[src/rtl/dso_pkg.sv]
// Shared definitions for the capture/dump datapath: buffer geometry,
// channel count and the dump controller state encoding.
package dso_pkg;

  // Samples held per channel RAM; also the number of bytes in one dump.
  localparam int ENTRIES  = 384;
  // RAM address width; 2**LOG2 must cover ENTRIES.
  localparam int LOG2     = 9;
  // Number of capture channels (valid channel indices 0..NUM_CHAN-1).
  localparam int NUM_CHAN = 5;

  typedef enum logic [2:0] {
    IDLE,
    RD,
    LOAD,
    XMIT,
    WAIT_TX,
    DONE
  } dump_state_t;

endpackage

[src/rtl/circ_addr_cnt.sv]
// Circular address counter over 0..ENTRIES-1. A load takes priority over an
// increment, and a load value outside the buffer starts from address 0.
// Shared by capture_cntrl (write pointer) and dump_ctrl (read pointer).
module circ_addr_cnt
  import dso_pkg::*;
#(
  parameter int CNT_ENTRIES = ENTRIES,
  parameter int CNT_LOG2    = LOG2
) (
  input  logic                clk,
  input  logic                rst_n,
  input  logic                load,
  input  logic [CNT_LOG2-1:0] load_val,
  input  logic                inc,
  output logic [CNT_LOG2-1:0] cnt
);

  localparam logic [CNT_LOG2-1:0] LAST = CNT_LOG2'(CNT_ENTRIES - 1);

  // Address register: load, or step forward and wrap after the last entry.
  // NOTE: sequential state uses non-blocking assignments so every register
  // samples pre-edge values, independent of statement order.
  always_ff @(posedge clk or negedge rst_n) begin
    if (!rst_n) begin
      cnt <= '0;
    end else if (load) begin
      cnt <= (load_val > LAST) ? '0 : load_val;
    end else if (inc) begin
      cnt <= (cnt == LAST) ? '0 : cnt + 1'b1;
    end
  end

endmodule

[src/rtl/dump_ctrl.sv]
// Dump controller: once a capture is frozen, streams one channel's circular
// sample RAM to the UART transmitter, oldest sample first, one byte per
// read/load/transmit/wait round trip. All outputs come straight from flops.
module dump_ctrl
  import dso_pkg::*;
#(
  parameter int ENTRIES = dso_pkg::ENTRIES,
  parameter int LOG2    = dso_pkg::LOG2
) (
  input  logic            clk,
  input  logic            rst_n,
  input  logic            dump_start,
  input  logic [2:0]      dump_chan,
  input  logic            capture_done,
  input  logic [LOG2-1:0] waddr,
  input  logic [7:0]      rdata,
  input  logic            tx_done,
  output logic            rd_en,
  output logic [LOG2-1:0] raddr,
  output logic [2:0]      ram_sel,
  output logic [7:0]      tx_data,
  output logic            trmt,
  output logic            dumping,
  output logic            dump_done,
  output logic            dump_err
);

  localparam logic [LOG2-1:0] LAST_BYTE = LOG2'(ENTRIES - 1);
  localparam logic [2:0]      LAST_CHAN = 3'(NUM_CHAN - 1);

  dump_state_t     state;
  logic [LOG2-1:0] count;     // bytes already handed off in this dump
  logic            start_ok;  // start request that will be accepted
  logic            addr_load;
  logic            addr_inc;

  assign start_ok  = dump_start && capture_done && (dump_chan <= LAST_CHAN);

  // The read pointer is loaded with the oldest sample on an accepted start and
  // advances after every byte except the last, so one dump covers one lap.
  assign addr_load = (state == IDLE) && start_ok;
  assign addr_inc  = (state == WAIT_TX) && tx_done && (count != LAST_BYTE);

  circ_addr_cnt #(
    .CNT_ENTRIES (ENTRIES),
    .CNT_LOG2    (LOG2)
  ) u_raddr (
    .clk      (clk),
    .rst_n    (rst_n),
    .load     (addr_load),
    .load_val (waddr),
    .inc      (addr_inc),
    .cnt      (raddr)
  );

  // Dump sequencer with registered strobes, channel select and byte buffer.
  always_ff @(posedge clk or negedge rst_n) begin
    if (!rst_n) begin
      state     <= IDLE;
      count     <= '0;
      ram_sel   <= '0;
      tx_data   <= '0;
      rd_en     <= 1'b0;
      trmt      <= 1'b0;
      dumping   <= 1'b0;
      dump_done <= 1'b0;
      dump_err  <= 1'b0;
    end else begin
      // NOTE: single-cycle strobes default low here and are raised only in the
      // branch that issues them, so none can stick high across states.
      rd_en     <= 1'b0;
      trmt      <= 1'b0;
      dump_done <= 1'b0;
      dump_err  <= 1'b0;

      unique case (state)
        IDLE: begin
          if (start_ok) begin
            ram_sel <= dump_chan;
            count   <= '0;
            dumping <= 1'b1;
            rd_en   <= 1'b1;
            state   <= RD;
          end else if (dump_start) begin
            dump_err <= 1'b1;
          end
        end

        // rd_en is high during this state; RAM data arrives next cycle.
        RD: state <= LOAD;

        // Capture the RAM byte; it stays on tx_data until the UART is done.
        LOAD: begin
          tx_data <= rdata;
          trmt    <= 1'b1;
          state   <= XMIT;
        end

        // trmt is high during this state; tx_done here is not yet meaningful.
        XMIT: state <= WAIT_TX;

        WAIT_TX: begin
          if (tx_done) begin
            if (count == LAST_BYTE) begin
              dump_done <= 1'b1;
              state     <= DONE;
            end else begin
              count <= count + 1'b1;
              rd_en <= 1'b1;
              state <= RD;
            end
          end
        end

        // dump_done is high during this state; dumping drops with the exit.
        DONE: begin
          dumping <= 1'b0;
          state   <= IDLE;
        end

        default: state <= IDLE;
      endcase
    end
  end

endmodule

[config.mk]
export PLATFORM = sky130hd
export DESIGN_NAME = dump_ctrl
export DESIGN_NICKNAME = d
export VERILOG_FILES = /design/src/rtl/dso_pkg.sv /design/src/rtl/circ_addr_cnt.sv /design/src/rtl/dump_ctrl.sv
export SDC_FILE = /design/constraint.sdc
export NUM_CORES = 1
export LEC_CHECK = 0
export BUFFER_PORTS_ARGS = -buffer_cell sky130_fd_sc_hd__buf_4
export CORE_MARGIN = 3
export CORE_UTILIZATION = 30
export CTS_CLUSTER_SIZE = 30
export DETAILED_ROUTE_END_ITERATION = 12
export PLACE_DENSITY = 0.49
export SKIP_LAST_GASP = 1
export SLEW_MARGIN = 15
export SYNTH_ARGS = -nofsm -noshare
export SYNTH_HDL_FRONTEND = slang
export SYNTH_SLANG_ARGS = --single-unit
[constraint.sdc]
create_clock -name clk -period 3.7 [get_ports clk]
set_input_delay 0.37 -clock clk [delete_from_list [all_inputs] [get_ports clk]]
set_output_delay 0.37 -clock clk [all_outputs]
set_load 0.05 [all_outputs]
==> run summary <==
status - completed
area leader, netlist - dfrtp_1
Starting Density - 0.320
Seq cells post-synth - 37
Top Ports - 50
root buf cell - clkbuf_8
final WL - 4.68 mm
Fin Clk Skew - 5.79 ps
Area contributors post-synth - dfrtp_1 (47%), mux2_2 (5.2%), nand2_1 (4.4%), nand3_1 (3.3%), mux2i_1 (2.6%)
CTS Sinks - 37
vias in the first global route - 1527
final setup TNS - 0 ps
# hold bufs at CTS - 0
worst reg2reg path startpoint - count[0]$_DFFE_PN0P_
gr ovfl total - 0
reg2reg setup slack - 1680 ps
worst r2r path cells - 5
most crowded layer after global routing - met2
Clk pin slew, worst setup/hold paths - 80 ps
EDFF count, synth - 0
Post-Syn Instances - 195
sequential share of the synthesized area - 0.472
initial antenna violation count - 0
area post-placement - 2350 sq um
Rel. slew slack - 0.532
Worst Setup End Kind - flip-flop
met3 Usage GRT - 0.0388
# diodes - 0
crit path launch type - flip-flop
layout cells sized above 1 - 0.298
RSZ-0062 raised after global routing - false
top-area cell type share of the netlist area - 0.472
largest delay contributor family on the critical path - compound AO/OA/AOI/OAI gates
Longest Clk Path Bufs - 2
Layout fillers - 614
Final Net Count - 268
H-tree level count - 2
maximum fanout along the worst path - 16
max-cap viol count - 0
VDD IR-drop max - 400 uV
setup bufs post-CTS - 0
clock buffer count from CTS - 5
detailed-placement wirelength estimate - 3.36 mm
HP Class - in2async
Post-Syn Area - 1960 sq um
worst endpoint required time - 3910 ps
part of the cycle the worst path needs - 0.547
Synth Area per Inst - 10.1 sq um
worst slew pin tran - 700 ps
Die Footprint - 7550 sq um
critical path's slowest cell - o21ai_2
routed via count - 1626
CP Cell Sequence - ha_1 -> nand4_1 -> o21ai_2 -> mux2_2 -> mux2i_1
# port buffers - 49
GRT met2 Usage - 0.193
Critical path buffers and inverters - 0
TritonCTS clock tree - built
FMAX - 494 MHz
Synth cell types - 47
RD Place Congestion - 0.722
worst reg2reg endpoint - count[2]$_DFFE_PN0P_
# DRC - 0
CP peak stage delay - 570 ps
Layout Area Growth over Synthesis - 23.9%
Worst-Skew Late Latency - 290 ps
Worst Path Arrival - 2240 ps
Final min period - 2020 ps
Synth Flop Type - dfrtp_1
router iterations before antenna repair - 4
pin count of the biggest net entering global routing - 38
post-DR vias/cell - 5.13
Final Max Tran Viols - 0
core area - 6130 sq um
P per Cell Area - 817 nW/um^2
global routing met1 resource utilization - 0.182
first-iteration detailed-routing DRC count - 45
Post-synth ARST share - 1.00
Final Hold Viols - 0
GRT Total Usage - 0.128
critical setup path kind - reg2reg
Synthesized Nets - 222
Finished Cell Area - 2430 sq um
routed len/inst - 14.8 microns
Resized Gates After CTS - 0
Syn. warnings - 0
remaining antenna violation count - 0
die width - 86.9 microns
first-pass GRT wire length - 7.66 mm
Finish-stage setup viols - 0
die height - 86.9 microns
number of core rows - 28
Static Leakage - 1.09 nW
[cell usage after synthesis (2+ instances only)]
library cell and n:
dfrtp_1 37, nand2_1 23, nand3_1 13, a21oi_1 9, mux2_2 9, a31oi_1 7, inv_1 6, nor2_1 6
and3_1 5, mux2i_1 5, nand4_1 5, nor3_1 5, o21ai_0 5, a21o_1 3, and2_1 3, buf_2 3
buf_4 3, buf_6 3, nand4b_1 3, nor2b_1 3, o211ai_1 3, o21ai_1 3, o31ai_1 3, or3_1 3
a21boi_0 2, a32o_1 2, and4b_1 2, ha_1 2
[sequential cells by signal, summed over array words and instances (netlist names)]
register     count
count            9
dump_done        1
dump_err         1
dumping          1
ram_sel          3
rd_en            1
state            3
trmt             1
tx_data          8
u_raddr.cnt      9
[where the power goes]
part | internal, mW | switching, mW | leakage (nW)
combinational | 0.351 | 0.648 | 0.574
clock | 0.131 | 0.146 | 0.0450
sequential | 0.553 | 0.157 | 0.466
total | 1.03 | 0.951 | 1.09
[logic make-up (layout without fill, tap and decap cells)]
kind of cell    count (synthesis)  count (layout)  synth area share
simple gates                   78              78             0.224
flops                          37              37             0.472
buf+inv                        16              63            0.0497
mux                            14              14            0.0772
xor+xnor                        2               2           0.00893
compound gates                 46              46             0.156
fa+ha+maj                       2               2            0.0128
[area by class of cell]
cell class,count,area (sq um),area share
timing repair buffer,49,368,0.151
tap,75,93.8,0.0386
clock inverter,2,10.0,0.00412
clock buffer,6,72.6,0.0299
inverter,6,22.5,0.00926
multi-input combinational,142,938,0.386
sequential,37,926,0.381
[routing by layer]
| layer | vias to the layer above | part of all wire |
|---|---|---|
| li1 | 816 | - |
| met1 | 758 | 0.49 |
| met2 | 47 | 0.43 |
| met3 | 5 | 0.075 |
| met4 | 0 | 0.0090 |
| met5 | - | 0 |
[worst max-delay path by stage]
stage | from | endpoint | slack, ps | depth (start not counted)
5_1_grt | count[0]$_DFFE_PN0P_ | count[2]$_DFFE_PN0P_ | 1490 | 5
6_report | count[0]$_DFFE_PN0P_ | count[2]$_DFFE_PN0P_ | 1680 | 5
3_5_place_dp | count[0]$_DFFE_PN0P_ | count[2]$_DFFE_PN0P_ | 1670 | 5
2_1_floorplan | u_raddr.cnt[0]$_DFFE_PN0P_ | u_raddr.cnt[6]$_DFFE_PN0P_ | 1780 | 6
3_3_place_gp | count[0]$_DFFE_PN0P_ | count[2]$_DFFE_PN0P_ | 1730 | 5
4_1_cts | count[0]$_DFFE_PN0P_ | count[2]$_DFFE_PN0P_ | 1650 | 5
[placed cells by master, fill, tap and decap left out, drive strengths merged, types with 2 or more instances in the layout]
| master | n |
|---|---|
| and3 | 6 |
| clkbuf | 6 |
| inv | 6 |
| clkinv | 2 |
| mux2i | 5 |
| nand4b | 3 |
| nor3 | 5 |
| nand2 | 24 |
| a31oi | 7 |
| ha | 2 |
| a21oi | 9 |
| o21ai | 9 |
| a21boi | 2 |
| a32o | 2 |
| or3 | 3 |
| nor2 | 6 |
| nor2b | 3 |
| nand3 | 14 |
| buf | 49 |
| and4b | 2 |
| nand4 | 5 |
| mux2 | 9 |
| o211ai | 3 |
| dfrtp | 37 |
| o21a | 2 |
| and2 | 3 |
| a21o | 3 |
| o31ai | 3 |
[per-stage QoR]
step	utilization	power, mW	setup slack, ps	instances	hold WS (ps)
global placement	0.383	1.72	1730	309	375
detailed placement	0.383	1.73	1670	309	373
CTS	0.397	2.01	1650	317	56.4
floorplan	-	1.45	1780	195	74.4
global route	0.397	2.13	1490	317	65.5
finish	0.397	1.99	1680	317	47.9
Power figures use the tool's default switching activity.
